File: config.mk
export PLATFORM = sky130hd
export DESIGN_NAME = mul_fac_stage_ctrl
export DESIGN_NICKNAME = d
export VERILOG_FILES = /design/src/rtl/fft_ctrl_pkg.sv /design/src/rtl/mul_fac_stage_ctrl.sv
export SDC_FILE = /design/constraint.sdc
export NUM_CORES = 1
export LEC_CHECK = 0
export BUFFER_PORTS_ARGS = -buffer_cell sky130_fd_sc_hd__buf_2
export CAP_MARGIN = 20
export CORE_UTILIZATION = 39
export DETAILED_ROUTE_END_ITERATION = 8
export PLACE_DENSITY_LB_ADDON = 0.25
export SLEW_MARGIN = 20
export SYNTH_ARGS = -nofsm -noshare
export SYNTH_HDL_FRONTEND = slang
export SYNTH_SLANG_ARGS = --single-unit
File: constraint.sdc
create_clock -name clk -period 2.3 [get_ports clk]
set_clock_uncertainty 0.2 [all_clocks]
set_input_delay 0 -clock clk [delete_from_list [all_inputs] [get_ports clk]]
set_output_delay 0 -clock clk [all_outputs]
set_load 0.005 [all_outputs]
File: src/rtl/fft_ctrl_pkg.sv
// Shared state type and frame-geometry helpers for the FFT stage controllers.
package fft_ctrl_pkg;

  typedef enum logic [1:0] {
    IDLE  = 2'd0,
    RUN   = 2'd1,
    DRAIN = 2'd2
  } stage_state_e;

  function automatic int nblk(input int frame_len, input int depth);
    return frame_len / depth;
  endfunction

  function automatic bit frame_len_ok(input int frame_len, input int depth);
    return (depth > 0) && ((frame_len % depth) == 0);
  endfunction

endpackage

File: src/rtl/mul_fac_stage_ctrl.sv
// Sequencer for one twiddle-multiply stage: accepts a frame as NBLK blocks,
// drives the multiplier enable/ROM address and streams its registered output.
module mul_fac_stage_ctrl
  import fft_ctrl_pkg::*;
#(
  parameter int DEPTH      = 16,
  parameter int FRAME_LEN  = 512,
  parameter int ADDR_WIDTH = 9,
  parameter int ADDR_BASE  = 0,
  parameter int ADDR_STEP  = 16
) (
  input  logic                  clk,
  input  logic                  rst,
  input  logic                  start,
  input  logic                  in_valid,
  input  logic                  in_last,
  output logic                  in_ready,
  output logic                  mul_en,
  output logic [ADDR_WIDTH-1:0] mul_addr,
  output logic                  out_valid,
  input  logic                  out_ready,
  output logic                  out_last,
  output logic                  busy,
  output logic                  done,
  output logic                  err
);

  localparam int NBLK = nblk(FRAME_LEN, DEPTH);
  localparam int CW   = (NBLK > 1) ? $clog2(NBLK) : 1;
  localparam logic [CW-1:0] LAST_BLK = CW'(NBLK - 1);

  if (!frame_len_ok(FRAME_LEN, DEPTH)) begin : g_bad_frame_len
    $error("mul_fac_stage_ctrl: FRAME_LEN must be a multiple of DEPTH");
  end

  stage_state_e  state_q, state_d;
  logic [CW-1:0] blk_cnt_q, blk_cnt_d;
  logic          out_valid_q, out_valid_d;
  logic          out_last_q, out_last_d;
  logic          done_q, done_d;
  logic          err_q, err_d;
  logic          in_ready_s;
  logic          fire_s;
  logic          is_last_s;

  assign is_last_s = (blk_cnt_q == LAST_BLK);

  // Next-state and handshake logic; the multiplier register is the only storage.
  always_comb begin
    state_d     = state_q;
    blk_cnt_d   = blk_cnt_q;
    out_valid_d = out_valid_q;
    out_last_d  = out_last_q;
    done_d      = 1'b0;
    err_d       = err_q;
    in_ready_s  = 1'b0;
    fire_s      = 1'b0;
    case (state_q)
      IDLE: begin
        if (start) begin
          state_d   = RUN;
          blk_cnt_d = '0;
          err_d     = 1'b0;
        end else begin
          state_d = IDLE;
        end
      end
      RUN: begin
        in_ready_s = !out_valid_q || out_ready;
        fire_s     = in_valid && in_ready_s;
        if (fire_s) begin
          out_valid_d = 1'b1;
          out_last_d  = is_last_s;
          if (in_last != is_last_s) begin
            err_d = 1'b1;
          end else begin
            err_d = err_q;
          end
          if (is_last_s) begin
            blk_cnt_d = '0;
            state_d   = DRAIN;
          end else begin
            blk_cnt_d = blk_cnt_q + CW'(1);
          end
        end else if (out_valid_q && out_ready) begin
          out_valid_d = 1'b0;
          out_last_d  = 1'b0;
        end else begin
          out_valid_d = out_valid_q;
        end
      end
      DRAIN: begin
        if (out_valid_q && out_ready) begin
          out_valid_d = 1'b0;
          out_last_d  = 1'b0;
          done_d      = 1'b1;
          state_d     = IDLE;
        end else begin
          state_d = DRAIN;
        end
      end
      default: begin
        state_d     = IDLE;
        out_valid_d = 1'b0;
        out_last_d  = 1'b0;
      end
    endcase
  end

  // State and output registers with synchronous reset.
  always_ff @(posedge clk) begin
    if (rst) begin
      state_q     <= IDLE;
      blk_cnt_q   <= '0;
      out_valid_q <= 1'b0;
      out_last_q  <= 1'b0;
      done_q      <= 1'b0;
      err_q       <= 1'b0;
    end else begin
      state_q     <= state_d;
      blk_cnt_q   <= blk_cnt_d;
      out_valid_q <= out_valid_d;
      out_last_q  <= out_last_d;
      done_q      <= done_d;
      err_q       <= err_d;
    end
  end

  // Address comes from the registered count so it is stable before mul_en rises.
  assign mul_addr  = ADDR_WIDTH'(ADDR_BASE + int'(blk_cnt_q) * ADDR_STEP);
  assign in_ready  = in_ready_s;
  assign mul_en    = fire_s;
  assign out_valid = out_valid_q;
  assign out_last  = out_last_q;
  assign busy      = (state_q != IDLE);
  assign done      = done_q;
  assign err       = err_q;

endmodule

==> metrics <==
Ports 22; Reg2Reg Capture Point out_valid; Worst Hold Depth 4; vias 638; most common cell after layout, fill and taps aside buf_2; Clk pin slew, worst setup/hold paths 70 ps; Clock Sinks 11; switching power 0.157 mW; synth warn 0; I/O Buffers 17; Final setup viols 0; Synth area leaders dfxtp_1 33%, ha_1 13%, nand2_1 5.6%; type of origin of the critical path flop; slowest cell delay on critical path 550 ps; Logic pwr share 28.7%; commonest cells after routing, fill and taps aside 17 x buf_2, 11 x dfxtp_1, 10 x nand2_1; Vias/cell 5.23; Post CTS Setup Buffer Count 0; sequential power share 43.9%; Synth top area share 32.7%; leading area contributor after synthesis dfxtp_1; CTS tree done; final hold vios 1; Post-synth top flop dfxtp_1; max_cap viols 0; Final Wtd Congestion 0.800; clk root buf clkbuf_4; Arr. time, crit path 2110 ps; Mapped Area 674 µm²; die outline width 43.6 µm; Crit Path Category reg2reg; crit-path max FO 9; Hold Crit Class in2reg; Yosys reg bits 11; Clk pwr share 27.4%; Leak 0.385 nW; Clk Latency, worst-skew pair 270 ps; failing checks design-rule violations, negative hold slack; RSZ-0062 raised after global routing no; family with the most delay on the worst path buffers and inverters; DP Area 752 µm²; DRT Pass-1 Iters 6; Die Ht 43.6 µm; hold path endpoint out_last; first-pass GRT wire length 2430 µm; async set-reset flop share out of synthesis 0%; setup TNS 0 ps; CTS max path bufs 2; design internal power 0.323 mW; outcome complete, but fails checks; core area 1560 µm²; peak supply drop 0.403 mV; WL per Instance 11.4 µm; initial antenna violation count 0; Buf+Inv Stages, Crit Path 2; HP Start in_valid; Yosys cell types 29; share of layout cells above drive strength 1 21.7%; beginning of the worst register-to-register path state_q[0]; min Tclk post-route 2100 ps; Initial Util 43.3%; gr usage total 17.5%; FF-to-FF path depth 6; part of the Yosys area used for sequential elements 32.7%; Max stage delay cell, worst path dlygate4sd3_1; # rows 14; hpwl dp 1040 µm; mean post-synth cell area 8.13 µm²; Final Routed Wirelength 1390 µm; total CTS buffers 3; cells along the critical path inv_1, ha_1, nor2b_1, o221ai_1, a21oi_1, dlygate4sd3_1; largest net degree at the start of global routing 11; Critical Path RT 2310 ps; Crit. End Element flop; Fin Hold WS -4.05 ps; number of global-route vias before repair 592; cell count after synthesis 83; Layout area overhead 22.8%; number of flops mapped to enable cells by yosys 0; Power Density 579 nW/µm²; die area 1900 µm²; Hold Buf Count CTS 5; Slew Limit Fails 0; H-tree depth 1; period utilisation layout 91.1%; Layout Nets 120; final instance area 828 µm²; Setup crit start state_q[0]; gr ovfl total 0; ANT nets after route 0; ANT cells 0; Post-CTS Resized 0; R2R Setup Slk 200 ps; First DRT Iteration DRCs 16; DRC violations left 2; sw frac 32.7%; post-route setup slack 204 ps; dpl ws 248 ps; FMAX 477 MHz
-- per-layer routing --
| metal | track usage [%] | up-vias | routed length (µm) |
|---|---|---|---|
| li1 | - | 332 | - |
| met1 | 21.6 | 279 | 662 |
| met2 | 27.5 | 23 | 601 |
| met3 | 5.00 | 4 | 90 |
| met4 | 9.38 | 0 | 36 |
| met5 | 0 | - | 0 |
-- tightest hold or removal path, delay by kind of cell --
family / cells / cell delay, ps
buf+inv: 1 / 100
compound gates: 3 / 310
-- kinds of logic (layout without fill, tap and decap cells) --
kind of cell | Yosys count | in the layout | share of synthesized area [%]
multiplexers | 1 | 1 | 1.48
AO/OA/AOI/OAI | 23 | 23 | 21.7
buffers and inverters | 11 | 31 | 8.53
adder cells (fa/ha/maj) | 7 | 7 | 13.0
XOR/XNOR | 1 | 1 | 1.30
flip-flops | 11 | 11 | 32.7
other | 1 | 4 | 0.556
AND/OR/NAND/NOR | 28 | 28 | 20.8
-- power groups by stage --
stage                     Clock [mW]  Combinational [mW]  Sequential [mW]
final                          0.131               0.138            0.211
after global routing           0.145               0.157            0.212
after CTS                      0.135               0.139            0.211
after detailed placement           0               0.133            0.215
after global placement             0               0.137            0.214
after floorplan                    0               0.101            0.213
-- layout make-up --
type | count | area, µm²
fillers | 157 | 731
multi-input cells | 64 | 408
flip-flops and latches | 11 | 220
repair buffers | 22 | 135
clock buffers | 4 | 26.3
well taps | 16 | 20.0
inverters | 5 | 18.8
-- metrics by stage --
stage | std cells | hold slack, ps | utilization, % | power [mW]
2_1_floorplan | 86 | -69.3 | - | 0.314
3_3_place_gp | 113 | 109 | 48.2 | 0.351
3_5_place_dp | 113 | 116 | 48.2 | 0.348
4_1_cts | 122 | 0.103 | 53.1 | 0.485
5_1_grt | 122 | 18.6 | 53.1 | 0.515
6_report | 122 | -4.05 | 53.1 | 0.480
-- worst max-delay path by stage --
stage                               to  cells after the start  slack (ps)
final                        out_valid                      6         200
after global placement    blk_cnt_q[3]                      5         350
after floorplan             state_q[0]                      7         430
after global routing         out_valid                      6          40
after detailed placement    state_q[1]                      7         250
after CTS                    out_valid                      6         200
-- cell usage after synthesis, drive strengths merged (2+ instances only) --
| cell type | count |
|---|---|
| nand2 | 10 |
| nor2 | 6 |
| ha | 7 |
| a31oi | 2 |
| o21ai | 7 |
| inv | 5 |
| a21oi | 7 |
| nand3 | 3 |
| nor3 | 2 |
| buf | 5 |
| nor2b | 3 |
| dfxtp | 11 |
-- sequential cells by signal, indices dropped and copies added, names as in the netlist --
register   flops
blk_cnt_q      5
done           1
err            1
out_last       1
out_valid      1
state_q        2
Power figures use the tool's default switching activity.
